$ cat src/rtl/led_pattern_ctrl.sv
// LED pattern sequencer for the green LED bank.
// A free-running step counter paces four patterns (OFF, BLINK, ALTERNATE,
// CHASE) at four rates. Mode/rate requests are captured on a load strobe and
// held as pending until the next pattern step, so a pattern never changes
// mid-period. LEDG is decoded purely from registered state.
module led_pattern_ctrl #(
    parameter int N_LEDS   = 8,
    parameter int BASE_DIV = 50000000
) (
    input  logic              clk_50,
    input  logic              rst_n,
    input  logic [1:0]        mode_in,
    input  logic [1:0]        rate_in,
    input  logic              mode_load,
    output logic [N_LEDS-1:0] LEDG,
    output logic              tick,
    output logic              pending
);

    localparam int CW = $clog2(BASE_DIV + 1);
    localparam logic [N_LEDS-1:0] POS_INIT = {{(N_LEDS-1){1'b0}}, 1'b1};

    typedef enum logic [1:0] {
        MODE_OFF   = 2'd0,
        MODE_BLINK = 2'd1,
        MODE_ALT   = 2'd2,
        MODE_CHASE = 2'd3
    } mode_t;

    logic [CW-1:0]     count_reg,     count_next;
    logic [1:0]        rate_reg,      rate_next;
    mode_t             mode_reg,      mode_next;
    logic              state_reg,     state_next;
    logic [N_LEDS-1:0] pos_reg,       pos_next;
    logic              pend_reg,      pend_next;
    logic [1:0]        pend_mode_reg, pend_mode_next;
    logic [1:0]        pend_rate_reg, pend_rate_next;
    logic              tick_reg,      tick_next;

    logic [CW-1:0]     limit;
    logic              step;

    // Step period shrinks by a factor of two per rate level.
    assign limit = CW'(BASE_DIV >> rate_reg);
    assign step  = (count_reg == (limit - CW'(1)));

    // Register bank; everything clears as soon as rst_n falls.
    always_ff @(posedge clk_50 or negedge rst_n) begin
        if (!rst_n) begin
            count_reg     <= '0;
            rate_reg      <= 2'd0;
            mode_reg      <= MODE_OFF;
            state_reg     <= 1'b0;
            pos_reg       <= POS_INIT;
            pend_reg      <= 1'b0;
            pend_mode_reg <= 2'd0;
            pend_rate_reg <= 2'd0;
            tick_reg      <= 1'b0;
        end else begin
            count_reg     <= count_next;
            rate_reg      <= rate_next;
            mode_reg      <= mode_next;
            state_reg     <= state_next;
            pos_reg       <= pos_next;
            pend_reg      <= pend_next;
            pend_mode_reg <= pend_mode_next;
            pend_rate_reg <= pend_rate_next;
            tick_reg      <= tick_next;
        end
    end

    // Next-state: counter wrap, pattern advance or pending apply, request capture.
    always_comb begin
        count_next     = count_reg + CW'(1);
        rate_next      = rate_reg;
        mode_next      = mode_reg;
        state_next     = state_reg;
        pos_next       = pos_reg;
        pend_next      = pend_reg;
        pend_mode_next = pend_mode_reg;
        pend_rate_next = pend_rate_reg;
        tick_next      = step;

        if (step) begin
            count_next = '0;
            if (pend_reg) begin
                // Applying restarts phase and position even if the request
                // matches what is already running.
                mode_next  = mode_t'(pend_mode_reg);
                rate_next  = pend_rate_reg;
                state_next = 1'b0;
                pos_next   = POS_INIT;
                pend_next  = 1'b0;
            end else begin
                state_next = ~state_reg;
                pos_next   = {pos_reg[N_LEDS-2:0], pos_reg[N_LEDS-1]};
            end
        end

        // A load coinciding with a step is kept for the following step,
        // since the apply above uses the previously captured request.
        if (mode_load) begin
            pend_next      = 1'b1;
            pend_mode_next = mode_in;
            pend_rate_next = rate_in;
        end
    end

    assign tick    = tick_reg;
    assign pending = pend_reg;

    // Per-bit pattern decode from registered mode, phase and chase position.
    generate
        for (genvar gi = 0; gi < N_LEDS; gi++) begin : g_led
            localparam bit EVEN_BIT = ((gi % 2) == 0);
            logic alt_bit;
            assign alt_bit  = EVEN_BIT ? state_reg : ~state_reg;
            assign LEDG[gi] = (mode_reg == MODE_CHASE) ? pos_reg[gi] :
                              (mode_reg == MODE_BLINK) ? state_reg   :
                              (mode_reg == MODE_ALT)   ? alt_bit     :
                                                         1'b0;
        end
    endgenerate

endmodule

$ cat config.mk
export PLATFORM = sky130hd
export DESIGN_NAME = led_pattern_ctrl
export DESIGN_NICKNAME = d
export VERILOG_FILES = /design/src/rtl/led_pattern_ctrl.sv
export SDC_FILE = /design/constraint.sdc
export NUM_CORES = 1
export LEC_CHECK = 0
export BUFFER_PORTS_ARGS = -buffer_cell sky130_fd_sc_hd__buf_4
export CORE_MARGIN = 4
export CORE_UTILIZATION = 55
export DETAILED_ROUTE_END_ITERATION = 12
export GPL_TIMING_DRIVEN = 0
export HOLD_SLACK_MARGIN = 0.06
export PLACE_DENSITY = 0.74
export SLEW_MARGIN = 10
export SYNTH_ARGS = -nofsm -noshare
export SYNTH_HDL_FRONTEND = slang
export SYNTH_SLANG_ARGS = --single-unit
$ cat constraint.sdc
create_clock -name clk_50 -period 2.4 [get_ports clk_50]
set_input_delay 0.24 -clock clk_50 [delete_from_list [all_inputs] [get_ports clk_50]]
set_output_delay 0.24 -clock clk_50 [all_outputs]
set_load 0.05 [all_outputs]
==> results of run 1 <==
==> report_power, final <==
part	switching [W]	internal [W]	leakage, nW	total [W]
sequential	0.00000329	0.000764	0.596	0.000767
clock	0.000261	0.000419	0.0687	0.000680
combinational	0.0000178	0.0000135	0.534	0.0000314
==> cell families (layout without fill, tap and decap cells) <==
| kind of cell | after synthesis | in the layout | synth area share (%) |
|---|---|---|---|
| AO/OA/AOI/OAI | 27 | 27 | 8.025 |
| XOR/XNOR | 24 | 24 | 8.754 |
| adder cells (fa/ha/maj) | 1 | 1 | 0.5210 |
| buffers and inverters | 17 | 42 | 4.690 |
| flip-flops | 45 | 45 | 46.95 |
| multiplexers | 17 | 17 | 8.233 |
| AND/OR/NAND/NOR | 107 | 107 | 22.83 |
==> routing by layer <==
layer | up-vias | part of all wire [%] | wire length, µm
met3 | 8 | 3.6 | 172
met1 | 854 | 50 | 2356
met5 | - | 0 | 0
met2 | 34 | 45 | 2140
met4 | 0 | 1.3 | 60
li1 | 868 | - | -
==> cells in the final DEF (no fill, tap or decap), types with 3 or more instances in the layout <==
master	count
clkbuf_8	5
and3_1	8
inv_1	7
o21ai_0	4
nand4_1	6
xnor2_1	16
dfrtp_1	44
nor2_1	35
buf_6	4
clkbuf_1	3
nor3_1	10
o21a_1	4
nand3_1	8
a21oi_1	7
mux2_2	14
and4_1	3
buf_4	16
nor2b_1	10
xor2_1	8
nand2_1	13
==> area by class of cell <==
type                    count  area, µm²
fillers                   340       1371
multi-input cells         176       1174
flip-flops and latches     45       1127
repair buffers             17      130.1
plain buffers              10      86.33
clock buffers               5      68.82
clock inverters             3      68.82
well taps                  50      62.56
inverters                   7      26.28
==> path summary, 6_finish.rpt <==
check	start	cells past startpoint	end
worst max-delay path	rate_reg[0]$_DFFE_PN0P_	7	pos_reg[6]$_DFFE_PN0N_
worst min-delay path	rate_in[0]	2	pend_rate_reg[0]$_DFFE_PN0P_
worst max register to register	rate_reg[0]$_DFFE_PN0P_	7	pos_reg[6]$_DFFE_PN0N_
worst min register to register	count_reg[0]$_DFF_PN0_	1	count_reg[0]$_DFF_PN0_
max in group asynchronous	rst_n	2	pos_reg[0]$_DFFE_PN1N_
min in group asynchronous	rst_n	2	count_reg[22]$_DFF_PN0_
==> worst max-delay path: stages (launching register included) <==
cell	delay, ns
dfrtp_1	0.45
nor4b_1	0.34
a31oi_1	0.14
a2111oi_4	0.39
and3_1	0.22
buf_6	0.14
buf_12	0.14
mux2_4	0.29
==> stage by stage <==
step | total power, W | area [µm²]
floorplan | 0.0007891 | 2401
global placement | 0.0008136 | 2584
detailed placement | 0.0008145 | 2584
CTS | 0.001497 | 2731
global route | 0.001537 | 2744
finish | 0.001479 | 2744
==> timing repair <==
action / in CTS / in global routing
endpoints found under the setup margin: 0 / 2
gates resized for setup: 0 / 1
hold buffers: 1 / 0
endpoints found under the hold margin: 44 / 0
==> out/summary.txt, run 1 <==
Pre-CTS setup slack -> 0.1428 ns
WL/cell -> 15.11 µm
Hold Fails Final Rpt -> 0
Setup TNS -> 0 ns
Num CTS Buffers -> 5
Asr flop ratio synth -> 100.0%
Gr busiest metal -> met2
Clock Sinks -> 45
Chip height -> 74.07 µm
Hold WS -> 0.1720 ns
Post-route ant nets -> 0
CP startpoint kind -> flop
Bufs on Longest Clock Path -> 2
Fin crit period -> 2.227 ns
GR Layer Usage met3 -> 4.189%
Die W -> 74.07 µm
Initial antenna violation count -> 0
Post-synthesis cell type count -> 44
Yosys top cell area share -> 45.86%
Clock root cell -> clkbuf_8
Outcome -> finished, final reports clean
Yosys reg bits -> 45
Layout cell share with drive strength beyond 1 -> 19.39%
Clock skew -> 0.006604 ns
DRC -> 0
Crit-path max FO -> 10
Setup WS post-layout -> 0.1725 ns
Final cell utilization of the core -> 66.68%
Ports -> 17
Syn-to-layout area delta -> 14.28%
Synthesized area per cell -> 10.09 µm²
Die area -> 5486 µm²
Worst Path Arrival -> 2.42 ns
Placer congestion estimate -> 0.8465
Reg clk slew, reported paths -> 0.09 ns
Synth area leader -> dfrtp_1
Drt first-iter violations -> 158
Leak -> 1.200 nW
Final period util -> 92.81%
Layout Nets -> 270
Seq/Total Area, Yosys -> 46.95%
Starting Density -> 58.35%
Synth area leaders -> dfrtp_1 46%, mux2_2 6.6%, xnor2_1 5.8%, nor2_1 5.5%, xor2_1 2.9%
Number of global-route vias before repair -> 1708
Clk_lat worst skew -> 0.30 ns
Count of input and output buffers -> 16
Synth top cells by count -> 44 x dfrtp_1, 35 x nor2_1, 16 x xnor2_1, 14 x mux2_2, 13 x nand2_1
Ys flop type -> dfrtp_1
CTS tree -> built
H-tree Lvls -> 2
PwrDens -> 538.9 nW/µm²
GRT Total Usage -> 19.25%
Via density -> 5.636
Non-filler cells, final -> 313
GR met1 Demand/Resource -> 27.97%
Largest register FFs -> 26
Diode count -> 0
Critical path capture point type -> flop
Largest net degree at the start of global routing -> 46
Router iterations before antenna repair -> 4
GRT overflow -> 0
CP required -> 2.59 ns
Fin. max-slew vios -> 0
RSZ-0062 raised after global routing -> false
Post-Synthesis Cells -> 238
Final WL -> 4.730 mm
Worst VDD drop -> 0.0003574 V
Hold Crit Class -> input port to flop
Final setup vio count -> 0
Most common cell in the netlist -> dfrtp_1
WS Path Type -> flop to flop
Grt met2 use -> 29.13%
Synthesis Warnings -> 0
DR vias -> 1764
Placed insts -> 304
FMAX -> 448.9 MHz
Setup Buffers After CTS -> 0
Slew @ Worst Pin -> 0.5468 ns
Core Area -> 4115 µm²
Row count -> 23
Mapped Area -> 2401 µm²
Flop-to-flop setup slack -> 0.17 ns
Post-synth EDFFs -> 0
Max Cap Viol -> 0
Syn Nets -> 246
First-pass GRT wire length -> 8.169 mm
Slew Limit Headroom -> 63.55%
Dpl hpwl -> 3.334 mm
(Power assumes the default switching activity.)
==> run 2: changes to the inputs <==
--- a/config.mk
+++ b/config.mk
@@ -12,6 +12,7 @@
 export GPL_TIMING_DRIVEN = 0
 export HOLD_SLACK_MARGIN = 0.06
 export PLACE_DENSITY = 0.74
+export REMOVE_ABC_BUFFERS = 1
 export SLEW_MARGIN = 10
 export SYNTH_ARGS = -nofsm -noshare
 export SYNTH_HDL_FRONTEND = slang
==> run 2 against run 1 <==
  * Flip-flop and latch count stayed put
  * Critical path depth is 2 lower
  * Critical path type unchanged
  * Combinational power hardly changed
  * Sequential power hardly changed
  * Utilization is 1.8 points lower
  * Cell count is 2.2% lower
  * Global-route usage is 0.29 points lower
  * Critical endpoint is now pos_reg[3]$_DFFE_PN0N_
  * Non-clock buffer count is 8 lower
  * Clock skew is 0.0056 ns higher
==> out/summary.txt, run 2 (same netlist as run 1, synthesis figures left out) <==
Reg clk slew, reported paths -> 0.09 ns
CP max stage cell -> dfrtp_1
Clock Sinks -> 45
Final cell utilization of the core -> 64.91%
PwrDens -> 517.7 nW/µm²
FMAX -> 437.9 MHz
Max Cap Viol -> 0
Dpl cell area -> 2499 µm²
Fin. max-slew vios -> 0
Commonest non-fill, non-tap cell in the layout -> dfrtp_1
Syn-to-layout area delta -> 11.26%
Reg-to-Reg Start -> rate_reg[1]$_DFFE_PN0P_
Core Area -> 4115 µm²
Die W -> 74.07 µm
Via density -> 5.761
Drt first-iter violations -> 172
Setup TNS -> 0 ns
Dpl hpwl -> 3.049 mm
Post-route ant nets -> 0
Final WL -> 4.615 mm
H-tree Lvls -> 2
Largest register FFs -> 26
Count of input and output buffers -> 16
First-pass GRT wire length -> 8.024 mm
Layout cell share with drive strength beyond 1 -> 19.53%
Worst r2r dst -> pos_reg[3]$_DFFE_PN0N_
Router iterations before antenna repair -> 4
Starting Density -> 58.35%
Largest net degree at the start of global routing -> 46
Row count -> 23
Fin area -> 2671 µm²
Worst VDD drop -> 0.0004923 V
Final period util -> 95.14%
DR vias -> 1763
Clock root cell -> clkbuf_8
Hold Path Sink -> pend_mode_reg[0]$_DFFE_PN0P_
WL/cell -> 15.08 µm
Total design power -> 0.001383 W
RSZ-0062 raised after global routing -> false
GRT overflow -> 0
Pre-CTS setup slack -> -0.3051 ns
Num CTS Buffers -> 5
Diode count -> 0
Die area -> 5486 µm²
Ports -> 17
Crit-path max cell delay -> 0.54 ns
Placer congestion estimate -> 0.8448
Outcome -> finished, final reports clean
WS Path Type -> flop to flop
Flop-to-flop setup slack -> 0.12 ns
Leak -> 1.158 nW
Fillers -> 346
Most frequent cells in the layout -> 43 x dfrtp_1, 35 x nor2_1, 18 x buf_4
Clock skew -> 0.01223 ns
Bufs on Longest Clock Path -> 2
Layout Nets -> 263
CP required -> 2.58 ns
CTS tree -> built
Clk_lat worst skew -> 0.30 ns
Chip height -> 74.07 µm
CP startpoint kind -> flop
Slew @ Worst Pin -> 0.5503 ns
Crit-path max FO -> 13
Worst R2R Path Depth -> 5
Initial antenna violation count -> 0
Slew Limit Headroom -> 63.32%
Hold Fails Final Rpt -> 0
Setup WS post-layout -> 0.1166 ns
GRT Total Usage -> 18.97%
Hold Crit Class -> input port to flop
Hold_sp -> mode_in[0]
Cells along the critical path -> nor4b_2, a31oi_1, a2111oi_4, and3_4, mux2_2
DRC -> 0
Worst Path Arrival -> 2.47 ns
Critical path capture point type -> flop
Worst Hold Depth -> 2
Number of global-route vias before repair -> 1655
Final setup vio count -> 0
Fin crit period -> 2.283 ns
## run 2: final cells by class
cell class	count	area [µm²]	share of cell area, %
Clock buffer	5	68.82	2.576
Clock inverter	3	47.55	1.780
Inverter	7	26.28	0.9836
Multi-Input combinational cell	177	1192	44.64
Sequential cell	45	1129	42.25
Tap cell	50	62.56	2.342
Timing Repair Buffer	19	145.1	5.433
## run 2: report_power, final
| group | leakage, nW | switching, W | total (W) | internal [W] |
|---|---|---|---|---|
| clock | 0.0591 | 0.000267 | 0.000584 | 0.000318 |
| combinational | 0.504 | 0.0000180 | 0.0000316 | 0.0000136 |
| sequential | 0.595 | 0.00000282 | 0.000767 | 0.000764 |
| total | 1.16 | 0.000288 | 0.00138 | 0.00110 |
## run 2: worst max path at each step
stage	start	end	slack, ns	cells past startpoint
floorplan	rate_reg[0]$_DFFE_PN0P_	g_led[0].alt_bit$_DFFE_PN0N_	-0.20	5
global placement	rate_reg[0]$_DFFE_PN0P_	pos_reg[3]$_DFFE_PN0N_	-0.71	5
detailed placement	rate_reg[0]$_DFFE_PN0P_	pos_reg[3]$_DFFE_PN0N_	-0.31	5
CTS	rate_reg[0]$_DFFE_PN0P_	pos_reg[3]$_DFFE_PN0N_	0.01	5
global route	rate_reg[1]$_DFFE_PN0P_	pos_reg[4]$_DFFE_PN0N_	0.01	5
finish	rate_reg[1]$_DFFE_PN0P_	pos_reg[3]$_DFFE_PN0N_	0.12	5
## run 2: metrics by stage
stage	instances	hold slack (ns)
3_5_place_dp	294	0.2677
4_1_cts	306	0.1569
3_3_place_gp	294	0.2675
2_1_floorplan	228	-0.05559
6_report	306	0.1664
5_1_grt	306	0.1559
## run 2: per-layer routing
layer	part of all wire, %	vias to the layer above	GRT usage (%)
met5	0	-	0
met4	0.50	0	4.225
met3	3.0	2	4.459
met2	49	24	29.82
met1	47	872	26.82
li1	-	865	-
## run 2: critical path, delay by kind of cell (launching register included)
family,cells,cell delay [ns]
multiplexers,1,0.36
AO/OA/AOI/OAI,2,0.55
flip-flops,1,0.54
AND/OR/NAND/NOR,2,0.71
## run 2: repair_timing
| action | 4_1_cts | 5_1_grt |
|---|---|---|
| gates cloned | 1 | 0 |
| hold buffers | 1 | 0 |
| setup endpoints to repair | 34 | 37 |
| buffers inserted | 2 | 0 |
| gates resized for setup | 1 | 3 |
| endpoints found under the hold margin | 44 | 0 |
| pin swaps | 1 | 0 |
